==> config.mk <==
export PLATFORM = sky130hd
export DESIGN_NAME = pal_sync_generator_multimode
export DESIGN_NICKNAME = d
export VERILOG_FILES = /design/src/rtl/pal_sync_generator_multimode.sv
export SDC_FILE = /design/constraint.sdc
export NUM_CORES = 1
export LEC_CHECK = 0
export ABC_AREA = 1
export CORE_MARGIN = 2
export CORE_UTILIZATION = 50
export CTS_BUF_LIST = sky130_fd_sc_hd__clkbuf_16
export DETAILED_ROUTE_END_ITERATION = 10
export PLACE_DENSITY_LB_ADDON = 0.05
export SETUP_SLACK_MARGIN = 0.5
export SYNTH_ARGS = -nofsm -noshare
export SYNTH_HDL_FRONTEND = slang
export SYNTH_SLANG_ARGS = --single-unit
export TNS_END_PERCENT = 5
==> constraint.sdc <==
create_clock -name clk -period 2.7 [get_ports clk]
set_input_delay 0.405 -clock clk [delete_from_list [all_inputs] [get_ports clk]]
set_output_delay 0.405 -clock clk [all_outputs]
set_load 0.1 [all_outputs]
==> src/rtl/pal_sync_generator_multimode.sv <==
// rtl/pal_sync_generator_multimode.sv - PAL raster/sync generator for 48K, 128K and Pentagon timings
// Mode requests are latched only at the frame boundary so the raster never glitches.
module pal_sync_generator_multimode #(
   parameter int CW      = 3,
   parameter int HW      = 9,
   parameter int VW      = 9,
   parameter int INT_LEN = 32
) (
   input  logic          clk,
   input  logic          rst,
   input  logic [1:0]    mode,
   input  logic [CW-1:0] ri,
   input  logic [CW-1:0] gi,
   input  logic [CW-1:0] bi,
   output logic [HW-1:0] hcnt,
   output logic [VW-1:0] vcnt,
   output logic [CW-1:0] ro,
   output logic [CW-1:0] go,
   output logic [CW-1:0] bo,
   output logic          hsync,
   output logic          vsync,
   output logic          csync,
   output logic          int_n,
   output logic          frame_start,
   output logic [1:0]    active_mode
);

   localparam logic [HW-1:0] HB_START = HW'(320);
   localparam logic [HW-1:0] HB_END   = HW'(415);
   localparam logic [HW-1:0] HS_START = HW'(344);
   localparam logic [HW-1:0] HS_END   = HW'(375);
   localparam logic [VW-1:0] VB_END   = VW'(255);
   localparam logic [31:0]   INT_LEN_U = 32'(INT_LEN);

   logic [HW-1:0] hc_q, hc_d;
   logic [VW-1:0] vc_q, vc_d;
   logic [1:0]    mode_q, mode_d;
   logic [CW-1:0] ro_q, ro_d, go_q, go_d, bo_q, bo_d;
   logic          hsync_q, hsync_d, vsync_q, vsync_d, csync_q, csync_d;
   logic          int_n_q, int_n_d, fs_q, fs_d;

   logic [HW-1:0] hend;
   logic [VW-1:0] vend;
   logic [VW-1:0] vb_start;
   logic          h_last, v_last;
   logic          hblank, vblank, blank, hs_win, vs_win;

   // Reserved mode 11 decodes as 48K.
   always_comb begin
      hend     = HW'(447);
      vend     = VW'(311);
      vb_start = VW'(248);
      case (mode_q)
         2'b01: begin
            hend = HW'(455);
            vend = VW'(310);
         end
         2'b10: begin
            vend     = VW'(319);
            vb_start = VW'(240);
         end
         default: ;
      endcase
   end

   // Using >= lets a counter beyond its end wrap on the next step instead of running away.
   always_comb begin
      h_last = (hc_q >= hend);
      v_last = (vc_q >= vend);
      hc_d   = h_last ? '0 : hc_q + HW'(1);
      vc_d   = vc_q;
      if (h_last) begin
         vc_d = v_last ? '0 : vc_q + VW'(1);
      end
      mode_d = (h_last && v_last) ? mode : mode_q;
   end

   always_comb begin
      hblank  = (hc_q >= HB_START) && (hc_q <= HB_END);
      hs_win  = (hc_q >= HS_START) && (hc_q <= HS_END);
      vblank  = (vc_q >= vb_start) && (vc_q <= VB_END);
      vs_win  = (vc_q >= vb_start) && (vc_q <= vb_start + VW'(3));
      blank   = hblank || vblank;
      ro_d    = blank ? '0 : ri;
      go_d    = blank ? '0 : gi;
      bo_d    = blank ? '0 : bi;
      hsync_d = ~(hs_win && blank);
      vsync_d = ~(vs_win && blank);
      csync_d = hsync_d && vsync_d;
      int_n_d = ~((vc_q == vb_start) && (32'(hc_q) < INT_LEN_U));
      fs_d    = (hc_q == '0) && (vc_q == '0);
   end

   always_ff @(posedge clk or posedge rst) begin
      if (rst) begin
         hc_q    <= '0;
         vc_q    <= '0;
         mode_q  <= 2'b00;
         ro_q    <= '0;
         go_q    <= '0;
         bo_q    <= '0;
         hsync_q <= 1'b1;
         vsync_q <= 1'b1;
         csync_q <= 1'b1;
         int_n_q <= 1'b1;
         fs_q    <= 1'b0;
      end else begin
         hc_q    <= hc_d;
         vc_q    <= vc_d;
         mode_q  <= mode_d;
         ro_q    <= ro_d;
         go_q    <= go_d;
         bo_q    <= bo_d;
         hsync_q <= hsync_d;
         vsync_q <= vsync_d;
         csync_q <= csync_d;
         int_n_q <= int_n_d;
         fs_q    <= fs_d;
      end
   end

   assign hcnt        = hc_q;
   assign vcnt        = vc_q;
   assign ro          = ro_q;
   assign go          = go_q;
   assign bo          = bo_q;
   assign hsync       = hsync_q;
   assign vsync       = vsync_q;
   assign csync       = csync_q;
   assign int_n       = int_n_q;
   assign frame_start = fs_q;
   assign active_mode = mode_q;

endmodule

==> impl_metrics.yaml <==
outcome:
  status: "completed"
global_routing:
  antenna_found_initial: 0
  grt-ovfl-total: 0
  grt_usage: 0.211
  grt_first_pass_wirelength_um: 7220
  largest_net_degree_at_the_start_of_global_routing: 23
  via_count_of_the_first_global_routing_pass: 1647
layout:
  post-route-util: 0.667
  area_of_all_placed_cells_without_fillers_um2: 2630
  flow.area_growth_from_synthesis_pct: 29.9
  finalNetCount: 338
  diodes: 0
  drive_gt1_frac: 0.212
  stdcell_count: 362
critical_path:
  r2r_cells: 11
  critPathSlowestCell: "sky130_fd_sc_hd__dfrtp_2"
  worst_setup_path_start_kind: "flop"
  arrival_ns: 2.15
  crit_required_ns: 2.85
  timing.critical_path.slowest_cell_delay_ns: 0.42
  startpoint: "active_mode[0]$_DFFE_PP0P_"
  setup.reg_to_reg.worst_slack_ns: 0.70
  critPathKind: "reg -> reg"
  crit_path_cell_trace: "nor2_1 -> inv_1 -> ha_1 -> nor2_1 -> nand2_1 -> nand2_1 -> nand2_1 -> nand2_1 -> nand2_1 -> nand2_1 -> nor2_1"
  r2r-end: "bo[2]$_DFF_PP0_"
  worst_r2r_src: "active_mode[0]$_DFFE_PP0P_"
  critPathMaxFanout: 11
  cp-end-kind: "flop"
  cp_common_cell: "sky130_fd_sc_hd__nand2_1"
sta:
  final.setup.worst_slack_ns: 0.705
  skew_ns: 0.00454
  tightest_slew_ns: 0.506
  timing.final.setup_violations: 0
  whs_ns: 0.461
  final_hold_viol_count: 0
  rsz0062_at_grt: "yes"
  final.period_utilization: 0.739
  timing.max_slew.rel_slack: 0.662
  slew_limit_fails: 0
  period_minus_slack_ns: 2.00
  maxClockFrequency_ghz: 0.501
  finalSetupTns_ns: 0
floorplanning:
  initial_util: 0.513
  fp.dieArea_um2: 4570
  io_pins: 47
  fp.coreArea_um2: 3940
  die_width_um: 67.6
  floorplan.rows: 23
  fp.dieH_um: 67.6
yosys:
  yosysUniqueCellTypes: 27
  synth_common_cells: "70 x sky130_fd_sc_hd__nand2_1, 42 x sky130_fd_sc_hd__inv_1, 34 x sky130_fd_sc_hd__nor2_1"
  yosys-top-cells-area: "sky130_fd_sc_hd__dfrtp_1 37%, sky130_fd_sc_hd__nand2_1 13%, sky130_fd_sc_hd__ha_1 8.7%"
  synthesis.area_per_instance_um2: 7.70
  flip_flop_and_latch_count_after_synthesis: 34
  postSynthNetCount: 290
  synth_enable_flop_cells: 0
  syn_area_um2: 2020
  synthCells: 263
  synth-async-reset-ratio: 1.00
  yosys_warnings: 0
  synth_flop_cell: "sky130_fd_sc_hd__dfrtp_1"
  yosys.area.top_type: "sky130_fd_sc_hd__dfrtp_1"
  synth_largest_type_area_fraction: 0.371
  most_frequent_cell_after_synthesis: "sky130_fd_sc_hd__nand2_1"
  seq_area_frac_synth: 0.423
place:
  detailed_place_hpwl_um: 3330
  placed_cell_area_um2: 2430
  place.gp.congestion: 0.887
  dpl_worst_slack_ns: 0.611
  numPlacedInstances: 354
  buffer_ports.inserted: 46
clock_network:
  insertion_delay_ns: 0.28
  worst_setup_hold_path_clk_slew_ns: 0.06
  cts.sinks: 34
  cts.path.max_buffers: 2
  tritoncts: "done"
  cts-buffers-inserted: 5
  clock-root-buffer: "sky130_fd_sc_hd__clkbuf_16"
  post_cts.repair.setup_buffers: 0
  cts.htree.levels: 2
pwr:
  power_per_cell_area_nw_per_um2: 518
  post-layout-total-power_mw: 1.36
  ir_drop_mv: 0.506
  leakage_nw: 1.37
detailed_routing:
  number_of_drc_violations_after_detailed_routing: 0
  routed_wirelength_um: 4390
  drtIter0Drc: 116
  ant_nets: 0
  drt_pass1_iterations: 4
  wire_per_inst_um: 12.1
  num_vias: 1764
  post_drt_via_cell_ratio: 4.87
hold_path:
  hp-class: "in -> async"
job:
  max_cap_violations: 0
==> registers in the layout, indices dropped and copies added, names as in the netlist <==
signal       cells
go               3
frame_start      1
bo               3
hcnt             9
hsync            1
vsync            1
vcnt             9
ro               3
int_n            1
active_mode      2
csync            1
==> cells in the final DEF (no fill, tap or decap) <==
cell type                         instances
sky130_fd_sc_hd__buf_4                   36
sky130_fd_sc_hd__clkbuf_16                5
sky130_fd_sc_hd__nor2_2                   2
sky130_fd_sc_hd__nor2_4                   2
sky130_fd_sc_hd__xor2_1                   6
sky130_fd_sc_hd__nor3b_1                  1
sky130_fd_sc_hd__nand4_1                  4
sky130_fd_sc_hd__o21bai_1                 2
sky130_fd_sc_hd__inv_2                    2
sky130_fd_sc_hd__nor4_1                   1
sky130_fd_sc_hd__clkdlybuf4s50_1         12
sky130_fd_sc_hd__clkinv_4                 1
sky130_fd_sc_hd__dfstp_2                  4
sky130_fd_sc_hd__ha_1                    14
sky130_fd_sc_hd__o21ai_0                  3
sky130_fd_sc_hd__nand2_2                  3
sky130_fd_sc_hd__nand3_1                 12
sky130_fd_sc_hd__nand3b_1                 1
sky130_fd_sc_hd__bufinv_16                2
sky130_fd_sc_hd__nand2_1                 70
sky130_fd_sc_hd__o21ai_2                  1
sky130_fd_sc_hd__o21ai_1                  1
sky130_fd_sc_hd__a31oi_1                  1
sky130_fd_sc_hd__a21oi_1                  7
sky130_fd_sc_hd__nor3_1                   9
sky130_fd_sc_hd__dfrtp_2                  4
sky130_fd_sc_hd__nor2_1                  34
sky130_fd_sc_hd__nand3_4                  1
sky130_fd_sc_hd__dfrtp_1                 26
sky130_fd_sc_hd__inv_1                   42
sky130_fd_sc_hd__nand3_2                  3
==> worst max-delay path: cells and delay by family, from the launching register on <==
family	cells	cell delay (ns)
adders and majority gates	1	0.30
DFF	1	0.42
buffers and inverters	1	0.10
and+or+nand+nor	9	1.05
==> cells by family (layout without fill, tap and decap cells) <==
kind of cell,Yosys count,in the layout,synth area share
xor gates and xnor gates,6,6,0.0260
buffers and inverters,51,100,0.109
AOI/OAI and AO/OA,15,15,0.0420
DFF,34,34,0.423
adders and majority gates,14,14,0.0865
and+or+nand+nor,143,143,0.314
==> how the worst max path moves through the flow <==
stage / end / slack (ns) / depth (start not counted)
final: bo[2]$_DFF_PP0_ / 0.70 / 11
after global placement: vcnt[0]$_DFFE_PP0N_ / 0.68 / 11
after global routing: go[1]$_DFF_PP0_ / 0.46 / 11
after floorplan: bo[0]$_DFF_PP0_ / 0.47 / 10
after detailed placement: vcnt[0]$_DFFE_PP0N_ / 0.61 / 11
after CTS: vcnt[0]$_DFFE_PP0N_ / 0.58 / 11
==> per-layer routing <==
metal,track usage,vias up,routed length (um)
li1,-,903,-
met1,0.272,820,1950
met2,0.357,36,2220
met3,0.0367,5,180
met4,0.0689,0,48
met5,0,-,0
==> final cells by class <==
class                   count  area [um2]
repair buffers             48         390
flip-flops and latches     34         861
inverters                  44         165
clock inverters             3        68.8
multi-input cells         178         956
fillers                   327        1310
clock buffers               5         125
well taps                  50        62.6
==> what timing repair did <==
item / CTS / global route
endpoints found under the setup margin: 0 / 22
hold buffers: 0 / 0
resized for setup: 0 / 1
==> power by group <==
part	internal, mW	leakage, nW	switching, mW	total (mW)
Combinational	0.0286	0.869	0.0702	0.0988
Sequential	0.517	0.412	0.00186	0.519
Clock	0.530	0.0940	0.213	0.743
(Power assumes the default switching activity.)
